**src/rtl/calc_sequencer.sv**
```systemverilog
// calc_sequencer: button-driven sequencer for the 4-bit calculator datapath.
// Debounces two push buttons, then walks the user through
// load A -> load B -> choose op -> execute -> show result.
// It drives the operand load strobes and a registered op select.
// It also captures the ALU result and flag into display registers.
//
// Ports:
//   clk, rst            system clock, asynchronous active-high reset
//   btnNext, btnClear   raw push buttons (advance / abort to start)
//   op_in               op switches (00 Add, 01 Sub, 10 Mul, 11 Div)
//   alu_result          combinational ALU result
//   alu_status          ALU carry/borrow/overflow/div0 flag
//   loadA, loadB        one-cycle operand load strobes (combinational decode)
//   op_out              registered op select to the ALU
//   result_out          captured result for the LEDs
//   flag_out            captured status flag
//   result_valid        high while a captured result is shown
//   state_out           raw FSM state register (debug LEDs)
module calc_sequencer #(
  parameter int unsigned DEBOUNCE_CYCLES = 4,
  parameter int unsigned CNT_W           = 20
) (
  input  logic       clk,
  input  logic       rst,
  input  logic       btnNext,
  input  logic       btnClear,
  input  logic [1:0] op_in,
  input  logic [7:0] alu_result,
  input  logic       alu_status,
  output logic       loadA,
  output logic       loadB,
  output logic [1:0] op_out,
  output logic [7:0] result_out,
  output logic       flag_out,
  output logic       result_valid,
  output logic [2:0] state_out
);

  localparam int unsigned NumBtn = 2;
  localparam int unsigned BtnNextIdx = 0;
  localparam int unsigned BtnClearIdx = 1;
  // The level flips on the edge where the counter would reach DEBOUNCE_CYCLES.
  localparam logic [CNT_W-1:0] LastCnt = CNT_W'(DEBOUNCE_CYCLES - 1);

  typedef enum logic [2:0] {
    WAIT_A  = 3'd0,
    WAIT_B  = 3'd1,
    WAIT_OP = 3'd2,
    EXEC    = 3'd3,
    SHOW    = 3'd4
  } state_e;

  // ---------------------------------------------------------------------------
  // Debounce: one identical lane per button (bit 0 = next, bit 1 = clear)
  // ---------------------------------------------------------------------------
  logic [NumBtn-1:0] btn_raw;
  logic [NumBtn-1:0] sync1_q;
  logic [NumBtn-1:0] sync2_q;
  logic [NumBtn-1:0] level_q;
  logic [NumBtn-1:0] level_d;
  logic [NumBtn-1:0] level_prev_q;
  logic [NumBtn-1:0] press_q;
  logic [CNT_W-1:0]  cnt_q [NumBtn];
  logic [CNT_W-1:0]  cnt_d [NumBtn];

  assign btn_raw = {btnClear, btnNext};

  // Counter runs only while the synchronized sample disagrees with the level.
  always_comb begin
    for (int i = 0; i < NumBtn; i++) begin
      cnt_d[i]   = '0;
      level_d[i] = level_q[i];
      if (sync2_q[i] != level_q[i]) begin
        if (cnt_q[i] == LastCnt) begin
          level_d[i] = ~level_q[i];
        end else begin
          cnt_d[i] = cnt_q[i] + CNT_W'(1);
        end
      end
    end
  end

  // Synchronizer, debounce state and registered rising-edge press pulse.
  always_ff @(posedge clk or posedge rst) begin
    if (rst) begin
      sync1_q      <= '0;
      sync2_q      <= '0;
      level_q      <= '0;
      level_prev_q <= '0;
      press_q      <= '0;
      for (int i = 0; i < NumBtn; i++) begin
        cnt_q[i] <= '0;
      end
    end else begin
      sync1_q      <= btn_raw;
      sync2_q      <= sync1_q;
      level_q      <= level_d;
      level_prev_q <= level_q;
      press_q      <= level_q & ~level_prev_q;
      for (int i = 0; i < NumBtn; i++) begin
        cnt_q[i] <= cnt_d[i];
      end
    end
  end

  logic next_press;
  logic clear_press;
  assign next_press  = press_q[BtnNextIdx];
  assign clear_press = press_q[BtnClearIdx];

  // ---------------------------------------------------------------------------
  // Sequencer FSM and display registers
  // ---------------------------------------------------------------------------
  state_e     state_q, state_d;
  logic [1:0] op_q, op_d;
  logic [7:0] result_q, result_d;
  logic       flag_q, flag_d;
  logic       valid_q, valid_d;

  always_ff @(posedge clk or posedge rst) begin
    if (rst) begin
      state_q  <= WAIT_A;
      op_q     <= 2'b00;
      result_q <= 8'h00;
      flag_q   <= 1'b0;
      valid_q  <= 1'b0;
    end else begin
      state_q  <= state_d;
      op_q     <= op_d;
      result_q <= result_d;
      flag_q   <= flag_d;
      valid_q  <= valid_d;
    end
  end

  // Strobes decode the live press pulse so the operand registers load on the
  // same edge the FSM advances; clear overrides any simultaneous next press.
  always_comb begin
    state_d  = state_q;
    op_d     = op_q;
    result_d = result_q;
    flag_d   = flag_q;
    valid_d  = valid_q;
    loadA    = 1'b0;
    loadB    = 1'b0;
    if (clear_press) begin
      state_d  = WAIT_A;
      op_d     = 2'b00;
      result_d = 8'h00;
      flag_d   = 1'b0;
      valid_d  = 1'b0;
    end else begin
      unique case (state_q)
        WAIT_A: begin
          if (next_press) begin
            loadA   = 1'b1;
            state_d = WAIT_B;
          end
        end
        WAIT_B: begin
          if (next_press) begin
            loadB   = 1'b1;
            state_d = WAIT_OP;
          end
        end
        WAIT_OP: begin
          if (next_press) begin
            op_d    = op_in;
            state_d = EXEC;
          end
        end
        // Single-cycle execute; a next press landing here is dropped.
        EXEC: begin
          result_d = alu_result;
          flag_d   = alu_status;
          valid_d  = 1'b1;
          state_d  = SHOW;
        end
        SHOW: begin
          if (next_press) begin
            valid_d = 1'b0;
            state_d = WAIT_A;
          end
        end
        default: begin
          state_d = WAIT_A;
        end
      endcase
    end
  end

  assign op_out       = op_q;
  assign result_out   = result_q;
  assign flag_out     = flag_q;
  assign result_valid = valid_q;
  assign state_out    = 3'(state_q);

endmodule

```
**config.mk**
```make
export PLATFORM = sky130hd
export DESIGN_NAME = calc_sequencer
export DESIGN_NICKNAME = d
export VERILOG_FILES = /design/src/rtl/calc_sequencer.sv
export SDC_FILE = /design/constraint.sdc
export NUM_CORES = 1
export LEC_CHECK = 0
export BUFFER_PORTS_ARGS = -buffer_cell sky130_fd_sc_hd__buf_4
export CORE_ASPECT_RATIO = 0.75
export CORE_MARGIN = 2
export CORE_UTILIZATION = 35
export CTS_BUF_LIST = sky130_fd_sc_hd__clkbuf_4
export DETAILED_ROUTE_END_ITERATION = 10
export PLACE_DENSITY_LB_ADDON = 0.3
export SLEW_MARGIN = 20
export SYNTH_ARGS = -nofsm -noshare
export SYNTH_HDL_FRONTEND = slang
export SYNTH_SLANG_ARGS = --single-unit
```
**constraint.sdc**
```tcl
create_clock -name clk -period 2.46 [get_ports clk]
set_input_delay 0.369 -clock clk [delete_from_list [all_inputs] [get_ports clk]]
set_output_delay 0.369 -clock clk [all_outputs]
set_load 0.03 [all_outputs]
```
==> flow_metrics.py, run 1 <==
metrics = {
    "finish": {
        "fin_cells": 450,
        "area_growth_syn_to_layout_pct": 14.9,
        "fin_util_pct": 41.1,
        "n_antenna_cell": 0,
        "nNetsFinal": 352,
        "layout-drive-gt1-share_pct": 22.2,
    },
    "outcome": {
        "status": "finished clean",
    },
    "min_path": {
        "hold_class": "in -> reg",
    },
    "drt": {
        "detail_route.vias_per_cell": 4.98,
        "drt_iter0_markers": 131,
        "first_pass_iters": 4,
        "ant_nets": 0,
        "wire_per_inst_um": 13.5,
        "remaining_drc_errors": 0,
        "num_vias": 2242,
        "wl_um": 6090,
    },
    "placement": {
        "port_buffers": 31,
        "dp.cells": 433,
        "gp_congestion": 0.789,
        "dp_hpwl_um": 4140,
    },
    "sta": {
        "max_freq_ghz": 0.514,
        "slew_headroom_pct": 60.6,
        "rsz0062_at_grt": "no",
        "drv_slew": 0,
        "hold_viol": 0,
        "fin_crit_sh_pct": 79.1,
        "worst_hold_slack_ns": 0.0577,
        "setup_viol": 0,
        "period_minus_slack_ns": 1.95,
        "fin_tns_setup_ns": 0,
        "tightest_slew_ns": 0.589,
        "finalClockSkew_ns": 0.0116,
    },
    "clocking": {
        "root_buffer": "clkbuf_4",
        "tritoncts": "done",
        "clkTransAtPathRegs_ns": 0.11,
        "post-cts-setup-buffers": 0,
        "ctsResizeCount": 0,
        "cts_buffer_depth": 2,
        "numCtsBuffers": 9,
        "htreeDepth": 3,
        "cts.sinks": 65,
        "cts_hold_buf": 1,
        "clk_latency_ns": 0.41,
    },
    "logic_synthesis": {
        "synthFlopType": "dfrtp_1",
        "syn_nets": 321,
        "synth_edf_count": 0,
        "netlist_instances": 302,
        "syn_avg_cell_area_um2": 10.6,
        "synthArstFlopShare_pct": 100,
        "yosysTopAreaCell": "dfrtp_1",
        "ys_ff_latch": 65,
        "yosysWarnings": 0,
        "synth.distinct_cells": 42,
        "synth_area_um2": 3210,
        "synth.area.top_cells": "dfrtp_1 (51%), xnor2_1 (4.9%), nor2_1 (4.7%)",
        "synth_top_area_share_pct": 50.6,
        "ys_seq_area_share_pct": 50.6,
    },
    "grt": {
        "grt_overflow_total": 0,
        "grt_start_max_net_pins": 47,
        "grt_pass1_wl_um": 10600,
        "grt.total_usage_pct": 13.6,
        "grt_antenna_before_repair": 0,
        "grt_pass1_vias": 2166,
    },
    "power_and_ir_drop": {
        "vdd_drop_max_uv": 253,
        "p_total_w": 0.00302,
        "p_leak_nw": 1.65,
        "cellPowerDensity_nw_per_um2": 819,
    },
    "setup_path": {
        "path_buf_inv": 1,
        "crit_chain": "nor4_1 -> buf_4",
        "worstPathRequired_ns": 2.09,
        "cp.arrival_ns": 1.58,
        "cp_max_fo": 17,
        "end_kind": "output pin",
        "start_kind": "flop",
        "critical_path_class": "reg -> out",
        "worst_path_largest_cell_delay_ns": 0.60,
        "slowest_stage": "dfrtp_1",
        "cp_top_family": "flip-flops",
    },
    "run": {
        "cap_violations": 0,
    },
    "floorplanning": {
        "die_area_um2": 9970,
        "die_y_um": 87.0,
        "rows": 30,
        "start_util_pct": 35.8,
        "ios": 32,
        "dieWidth_um": 115,
        "core_um2": 8970,
    },
}
## flip-flops by register name (all words and copies together), names as in the netlist
register and flops:
cnt_q 40, flag_out 1, level_prev_q 2, level_q 2, op_out 2, press_q 2
result_out 8, result_valid 1, state_out 3, sync1_q 2, sync2_q 2
## logic make-up after synthesis
group	count (synthesis)	share of synthesized area (%)
AND/OR/NAND/NOR	146	26.0
flip-flops	65	50.6
XOR/XNOR	31	8.45
buffers and inverters	24	3.93
AO/OA/AOI/OAI	16	4.32
multiplexers	16	5.10
adder cells (fa/ha/maj)	4	1.56
## area by class of cell
| type | count | area (µm²) |
|---|---|---|
| Sequential cell | 65 | 1630 |
| Inverter | 9 | 33.8 |
| Multi-Input combinational cell | 213 | 1460 |
| Tap cell | 112 | 140 |
| Fill cell | 869 | 5280 |
| Timing Repair Buffer | 35 | 278 |
| Clock buffer | 9 | 67.6 |
| Clock inverter | 7 | 85.1 |
## layout by cell type, fill, tap and decap left out, types with 3 or more instances in the layout
cell type  count
nand3_1       17
xnor2_1       18
nor3_1         9
and3_1         6
xor2_1        13
a21oi_1        4
clkbuf_4       9
nor2_2        10
a211oi_1       3
ha_1           4
nor2_1        40
nand4_1       12
buf_4         33
dfrtp_1       65
mux2i_1       13
inv_1          8
nand2_1       14
nor4_1        17
o21ai_0        4
## per-layer routing
| metal | GRT usage [%] | wire [µm] |
|---|---|---|
| met2 | 18.7 | 2520 |
| met1 | 19.7 | 3150 |
| met4 | 5.54 | 86 |
| met3 | 4.24 | 336 |
| met5 | 0 | 0 |
## worst reg2reg max path: cells and delay by family, from the launching register on
kind,cells,cell delay [ns]
compound gates,1,0.53
buf+inv,1,0.30
flops,1,0.43
simple gates,3,0.60
## cell usage after synthesis, drive strengths merged, types with 4 or more instances
cell type  count
a21oi          5
nand4         14
xor2          13
nor4          20
dfrtp         65
o21ai          4
ha             4
clkbuf         6
nand2         14
nor3           9
and3           7
inv            9
mux2i         13
nand3         18
nor2          50
xnor2         18
buf            9
## stage by stage
| step | setup slack [ns] | area, µm² |
|---|---|---|
| 2_1_floorplan | 0.399 | 3210 |
| 3_3_place_gp | 0.516 | 3530 |
| 3_5_place_dp | 0.469 | 3530 |
| 4_1_cts | 0.465 | 3690 |
| 5_1_grt | 0.316 | 3690 |
| 6_report | 0.514 | 3690 |
## report_power, final
part / internal [W] / leakage, nW / switching (W)
logic: 0.000314 / 0.691 / 0.000489
registers: 0.00122 / 0.882 / 0.000197
clock network: 0.000402 / 0.0808 / 0.000399
## final timing paths
| path | from | endpoint | slack, ns | depth (start not counted) |
|---|---|---|---|---|
| min in group asynchronous | rst | level_q[0] | 0.52 | 3 |
| worst max register to register | cnt_q[16] | cnt_q[11] | 0.51 | 5 |
| worst min register to register | sync1_q[1] | sync2_q[1] | 0.36 | 0 |
| worst min-delay path | btnNext | sync1_q[0] | 0.06 | 1 |
| worst max-delay path | press_q[1] | loadB | 0.51 | 2 |
| max in group asynchronous | rst | sync1_q[1] | 1.35 | 4 |
(Power assumes the default switching activity.)
==> run 2: changes to the inputs <==
Clock period 2.46 ns to 1.94 ns, I/O delays scaled along.
==> run 2 against run 1 <==
- cell count is 2.0% higher
- setup slack worse by 0.35 ns
- clock power is 7.5% lower
- routed wire length is 0.61% higher
- hold slack better by 0.070 ns
- flip-flop and latch count stayed put
- first-iteration DRC count is 16% higher
- clock-buffer cell count is 1 higher
- global-route usage is 0.12 points lower
- core utilization is 0.35 points higher
- sequential share of layout area is 0.34 points lower
- largest cell class unchanged
- largest power group unchanged
==> flow_metrics.py, run 2 (same netlist as run 1, synthesis figures left out) <==
metrics = {
    "outcome": {
        "status": "finished clean",
    },
    "finish": {
        "final_area_um2": 3720,
        "area_growth_syn_to_layout_pct": 15.9,
        "mostFrequentLayoutCells": "dfrtp_1 (64), nor2_1 (40), buf_4 (40), xnor2_1 (18)",
        "fin_util_pct": 41.5,
        "mostFrequentLayoutCell": "dfrtp_1",
        "nNetsFinal": 361,
        "n_antenna_cell": 0,
        "nFillCells": 876,
        "layout-drive-gt1-share_pct": 24.2,
        "top_register": "cnt_q",
        "fin_cells": 459,
        "largest_register_ffs": 40,
    },
    "sta": {
        "period_minus_slack_ns": 1.77,
        "max_freq_ghz": 0.564,
        "hold_viol": 0,
        "drv_slew": 0,
        "finalClockSkew_ns": 0.00677,
        "setup_viol": 0,
        "rsz0062_at_grt": "no",
        "tightest_slew_ns": 0.514,
        "worst_hold_slack_ns": 0.128,
        "fin_crit_sh_pct": 91.4,
        "slew_headroom_pct": 65.7,
    },
    "min_path": {
        "hold_class": "in -> reg",
    },
    "clocking": {
        "cts_buffer_depth": 2,
        "cts.sinks": 65,
        "clk_latency_ns": 0.40,
        "htreeDepth": 3,
        "clkTransAtPathRegs_ns": 0.11,
        "root_buffer": "clkbuf_4",
        "numCtsBuffers": 9,
        "tritoncts": "done",
        "post-cts-setup-buffers": 0,
    },
    "floorplanning": {
        "core_um2": 8970,
        "rows": 30,
        "die_area_um2": 9970,
        "ios": 32,
        "dieWidth_um": 115,
        "start_util_pct": 35.8,
        "die_y_um": 87.0,
    },
    "grt": {
        "grt_antenna_before_repair": 0,
        "grt_pass1_vias": 2178,
        "grt_pass1_wl_um": 10500,
        "grt_overflow_total": 0,
        "grt.total_usage_pct": 13.5,
        "grt_start_max_net_pins": 33,
    },
    "placement": {
        "dp.cells": 440,
        "dp_hpwl_um": 4340,
        "gp_congestion": 0.828,
        "port_buffers": 31,
        "dpl_cell_area_um2": 3580,
    },
    "run": {
        "cap_violations": 0,
    },
    "power_and_ir_drop": {
        "p_sw_w": 0.00135,
        "switching_share_pct": 37.4,
        "power.share.combinational_pct": 31.3,
        "vdd_drop_max_uv": 259,
        "cellPowerDensity_nw_per_um2": 973,
        "p_leak_nw": 1.68,
        "p_int_w": 0.00227,
        "p_total_w": 0.00362,
        "p_clk_share_pct": 20.5,
        "pwr-share-seq_pct": 48.2,
    },
    "setup_path": {
        "critical_path_class": "reg -> out",
        "start_kind": "flop",
        "end_kind": "output pin",
        "worstPathRequired_ns": 1.65,
        "cp.arrival_ns": 1.48,
        "ff2ff_setup_slack_ns": 0.18,
        "cp_max_fo": 8,
    },
    "drt": {
        "ant_nets": 0,
        "num_vias": 2321,
        "detail_route.vias_per_cell": 5.06,
        "remaining_drc_errors": 0,
        "first_pass_iters": 4,
        "wire_per_inst_um": 13.3,
        "drt_iter0_markers": 152,
        "wl_um": 6130,
    },
}
[run 2: final timing paths]
| kind | depth (start not counted) | start | endpoint |
|---|---|---|---|
| worst max-delay path | 3 | state_out[0] | loadA |
| max in group asynchronous | 4 | rst | cnt_q[5] |
| min in group asynchronous | 3 | rst | level_prev_q[0] |
| worst min register to register | 0 | sync1_q[1] | sync2_q[1] |
| worst max register to register | 4 | cnt_q[11] | level_q[1] |
| worst min-delay path | 3 | alu_status | flag_out |
[run 2: cell type report]
| cell class | instances | area [µm²] | area share (%) |
|---|---|---|---|
| flip-flops and latches | 65 | 1630 | 43.7 |
| multi-input cells | 213 | 1460 | 39.2 |
| repair buffers | 44 | 350 | 9.41 |
| well taps | 112 | 140 | 3.77 |
| clock buffers | 10 | 75.1 | 2.02 |
| clock inverters | 6 | 35.0 | 0.941 |
| inverters | 9 | 33.8 | 0.908 |
[run 2: routing by layer]
layer	routed length (µm)	track usage (%)	vias up	share of wire (%)
met5	0	0	-	0
met4	89	4.99	0	1.5
met3	366	4.52	8	6.0
met2	2590	19.3	62	42
met1	3080	18.9	1115	50
li1	-	-	1136	-
[run 2: timing repair]
item / CTS / global route
setup endpoints to repair: 0 / 1
hold buffers: 3 / 0
endpoints found under the hold margin: 24 / 0
gates resized for setup: 0 / 1
[run 2: worst max-delay path, stage by stage (launching register included)]
cell	delay, ns
dfrtp_2	0.46
nand2b_1	0.20
nor4_1	0.20
buf_4	0.21
[run 2: per-stage QoR]
stage	setup WS [ns]	setup TNS [ns]
floorplan	-0.0431	-0.0863
global placement	0.215	0
detailed placement	0.190	0
CTS	0.119	0
global route	0.00482	0
finish	0.167	0
[run 2: power by group through the flow]
stage                     combinational (W)  sequential [W]  clock (W)
after global routing                0.00123         0.00178   0.000852
after global placement              0.00113         0.00176          0
after floorplan                    0.000671         0.00187          0
after CTS                           0.00115         0.00174   0.000785
after detailed placement            0.00115         0.00177          0
final                               0.00113         0.00174   0.000741
==> run 3: changes to the inputs <==
Settings changed: CELL_PAD_IN_SITES_DETAIL_PLACEMENT set to 2, CELL_PAD_IN_SITES_GLOBAL_PLACEMENT set to 2.
==> run 3 against run 2 <==
- clock-buffer cell count down 1
- hold slack worse by 0.019 ns
- critical path depth fell by 1
- routed wire length increased by 30%
- highest routed layer unchanged
- critical path type unchanged
- sequential share of layout area is 0.66 points lower
- critical endpoint is now loadB
==> flow_metrics.py, run 3 (same netlist as run 1, synthesis figures left out) <==
metrics = {
    "grt": {
        "grt_pass1_wl_um": 13600,
        "grt_pass1_vias": 2662,
        "grt_overflow_total": 0,
        "grt_antenna_before_repair": 0,
        "grt.total_usage_pct": 17.7,
        "grt_start_max_net_pins": 31,
    },
    "sta": {
        "hold_viol": 0,
        "finalClockSkew_ns": 0.0181,
        "tightest_slew_ns": 0.476,
        "setup_viol": 0,
        "drv_slew": 0,
        "fin_crit_sh_pct": 94.6,
        "slew_headroom_pct": 68.0,
        "max_freq_ghz": 0.545,
        "fin_tns_setup_ns": 0,
        "rsz0062_at_grt": "no",
        "period_minus_slack_ns": 1.84,
    },
    "outcome": {
        "status": "finished clean",
    },
    "floorplanning": {
        "die_y_um": 87.0,
        "ios": 32,
        "core_um2": 8970,
        "rows": 30,
        "die_area_um2": 9970,
        "dieWidth_um": 115,
        "start_util_pct": 35.8,
    },
    "clocking": {
        "tritoncts": "done",
        "numCtsBuffers": 9,
        "post-cts-setup-buffers": 0,
        "cts.sinks": 65,
        "htreeDepth": 3,
        "clk_latency_ns": 0.42,
        "clkTransAtPathRegs_ns": 0.12,
        "root_buffer": "clkbuf_4",
        "cts_buffer_depth": 2,
    },
    "placement": {
        "port_buffers": 31,
        "dp_hpwl_um": 5830,
        "gp_congestion": 0.756,
        "dp.cells": 443,
    },
    "power_and_ir_drop": {
        "vdd_drop_max_uv": 246,
        "p_leak_nw": 1.71,
        "power.share.combinational_pct": 30.7,
        "cellPowerDensity_nw_per_um2": 1030,
        "p_clk_share_pct": 24.2,
        "switching_share_pct": 38.3,
        "p_int_w": 0.00240,
        "p_sw_w": 0.00149,
        "pwr-share-seq_pct": 45.1,
    },
    "finish": {
        "nNetsFinal": 364,
        "layout-drive-gt1-share_pct": 24.6,
        "top_register": "cnt_q",
        "mostFrequentLayoutCell": "dfrtp_1",
        "mostFrequentLayoutCells": "dfrtp_1 (65), buf_4 (43), nor2_1 (40), xnor2_1 (18), nand3_1 (17)",
        "n_antenna_cell": 0,
        "fin_cells": 462,
        "area_growth_syn_to_layout_pct": 17.5,
        "largest_register_ffs": 40,
    },
    "setup_path": {
        "critical_path_depth": 2,
        "slowest_stage": "dfrtp_1",
        "crit_chain": "nor4_1 -> buf_4",
        "start_kind": "flop",
        "path_buf_inv": 1,
        "worstPathRequired_ns": 1.65,
        "critical_path_class": "reg -> out",
        "r2r-end": "cnt_q[31]",
        "setup.worst_path.start": "state_out[2]",
        "ff2ff_path_depth": 5,
        "end_kind": "output pin",
        "cp_max_fo": 9,
        "critPathCapture": "loadB",
        "ff2ff_setup_slack_ns": 0.13,
        "reg2reg_from": "cnt_q[32]",
        "worst_path_largest_cell_delay_ns": 0.50,
        "cp.arrival_ns": 1.54,
        "cp_top_family": "flip-flops",
    },
    "min_path": {
        "hold_class": "in -> reg",
        "min_from": "alu_status",
        "holdPathStages": 3,
    },
    "drt": {
        "remaining_drc_errors": 0,
        "wl_um": 7960,
        "drt_iter0_markers": 145,
        "ant_nets": 0,
        "num_vias": 2407,
        "detail_route.vias_per_cell": 5.21,
        "wire_per_inst_um": 17.2,
        "first_pass_iters": 4,
    },
    "run": {
        "cap_violations": 0,
    },
}
## run 3: changes by cell type in the layout (fill, tap and decap cells not counted)
cell	previous run	this run
buf_4	40	43
dfrtp_2	1	0
inv_6	0	2
clkbuf_4	10	9
nor4_1	17	16
clkinvlp_4	1	0
nor4_2	2	3
dfrtp_1	64	65
bufinv_16	0	1
clkinv_2	3	1
clkinv_1	1	2
## run 3: layout make-up
cell class	count	area (µm²)
clock buffers	9	67.6
clock inverters	7	68.8
multi-input cells	213	1470
repair buffers	47	373
flip-flops and latches	65	1630
well taps	112	140
fillers	952	5200
inverters	9	33.8
## run 3: repair_timing
action                                  4_1_cts  5_1_grt
endpoints found under the setup margin        0        1
endpoints found under the hold margin        16        0
gates resized for setup                       0        1
hold buffers                                  3        0
## run 3: worst register-to-register path, cell delays in order, from the launching register on
cell	delay [ns]
dfrtp_1	0.48
nor4_1	0.42
nand2_1	0.18
o31ai_4	0.26
buf_4	0.27
nor2_1	0.09
## run 3: worst min-delay path by stage
stage,endpoint,slack (ns)
CTS,flag_out,0.07
global placement,sync2_q[0],0.30
finish,flag_out,0.11
global route,result_out[1],0.09
detailed placement,sync2_q[0],0.30
floorplan,sync1_q[0],0.32
## run 3: through the flow
| step | area, µm² | hold slack [ns] | util, % | setup WS [ns] | total power (W) |
|---|---|---|---|---|---|
| floorplan | 3210 | 0.322 | - | -0.0431 | 0.00255 |
| global placement | 3600 | 0.297 | 40.2 | 0.240 | 0.00293 |
| detailed placement | 3600 | 0.304 | 40.2 | 0.163 | 0.00299 |
| CTS | 3770 | 0.0672 | 42.0 | 0.000314 | 0.00395 |
| global route | 3770 | 0.0939 | 42.1 | 0.00595 | 0.00414 |
| finish | 3770 | 0.108 | 42.1 | 0.105 | 0.00388 |
## run 3: power groups by stage
stage          Combinational, W  Clock, W  Sequential [W]
6_report                0.00119  0.000940         0.00175
3_5_place_dp            0.00121         0         0.00178
2_1_floorplan          0.000671         0         0.00187
5_1_grt                 0.00132   0.00103         0.00179
4_1_cts                 0.00122  0.000986         0.00175
3_3_place_gp            0.00117         0         0.00176
## run 3: metal layers
layer	routed length [µm]	track usage, %	up-vias
li1	-	-	1143
met1	4010	24.3	1213
met2	3560	27.6	41
met3	270	3.90	10
met4	122	6.65	0
met5	0	0	-
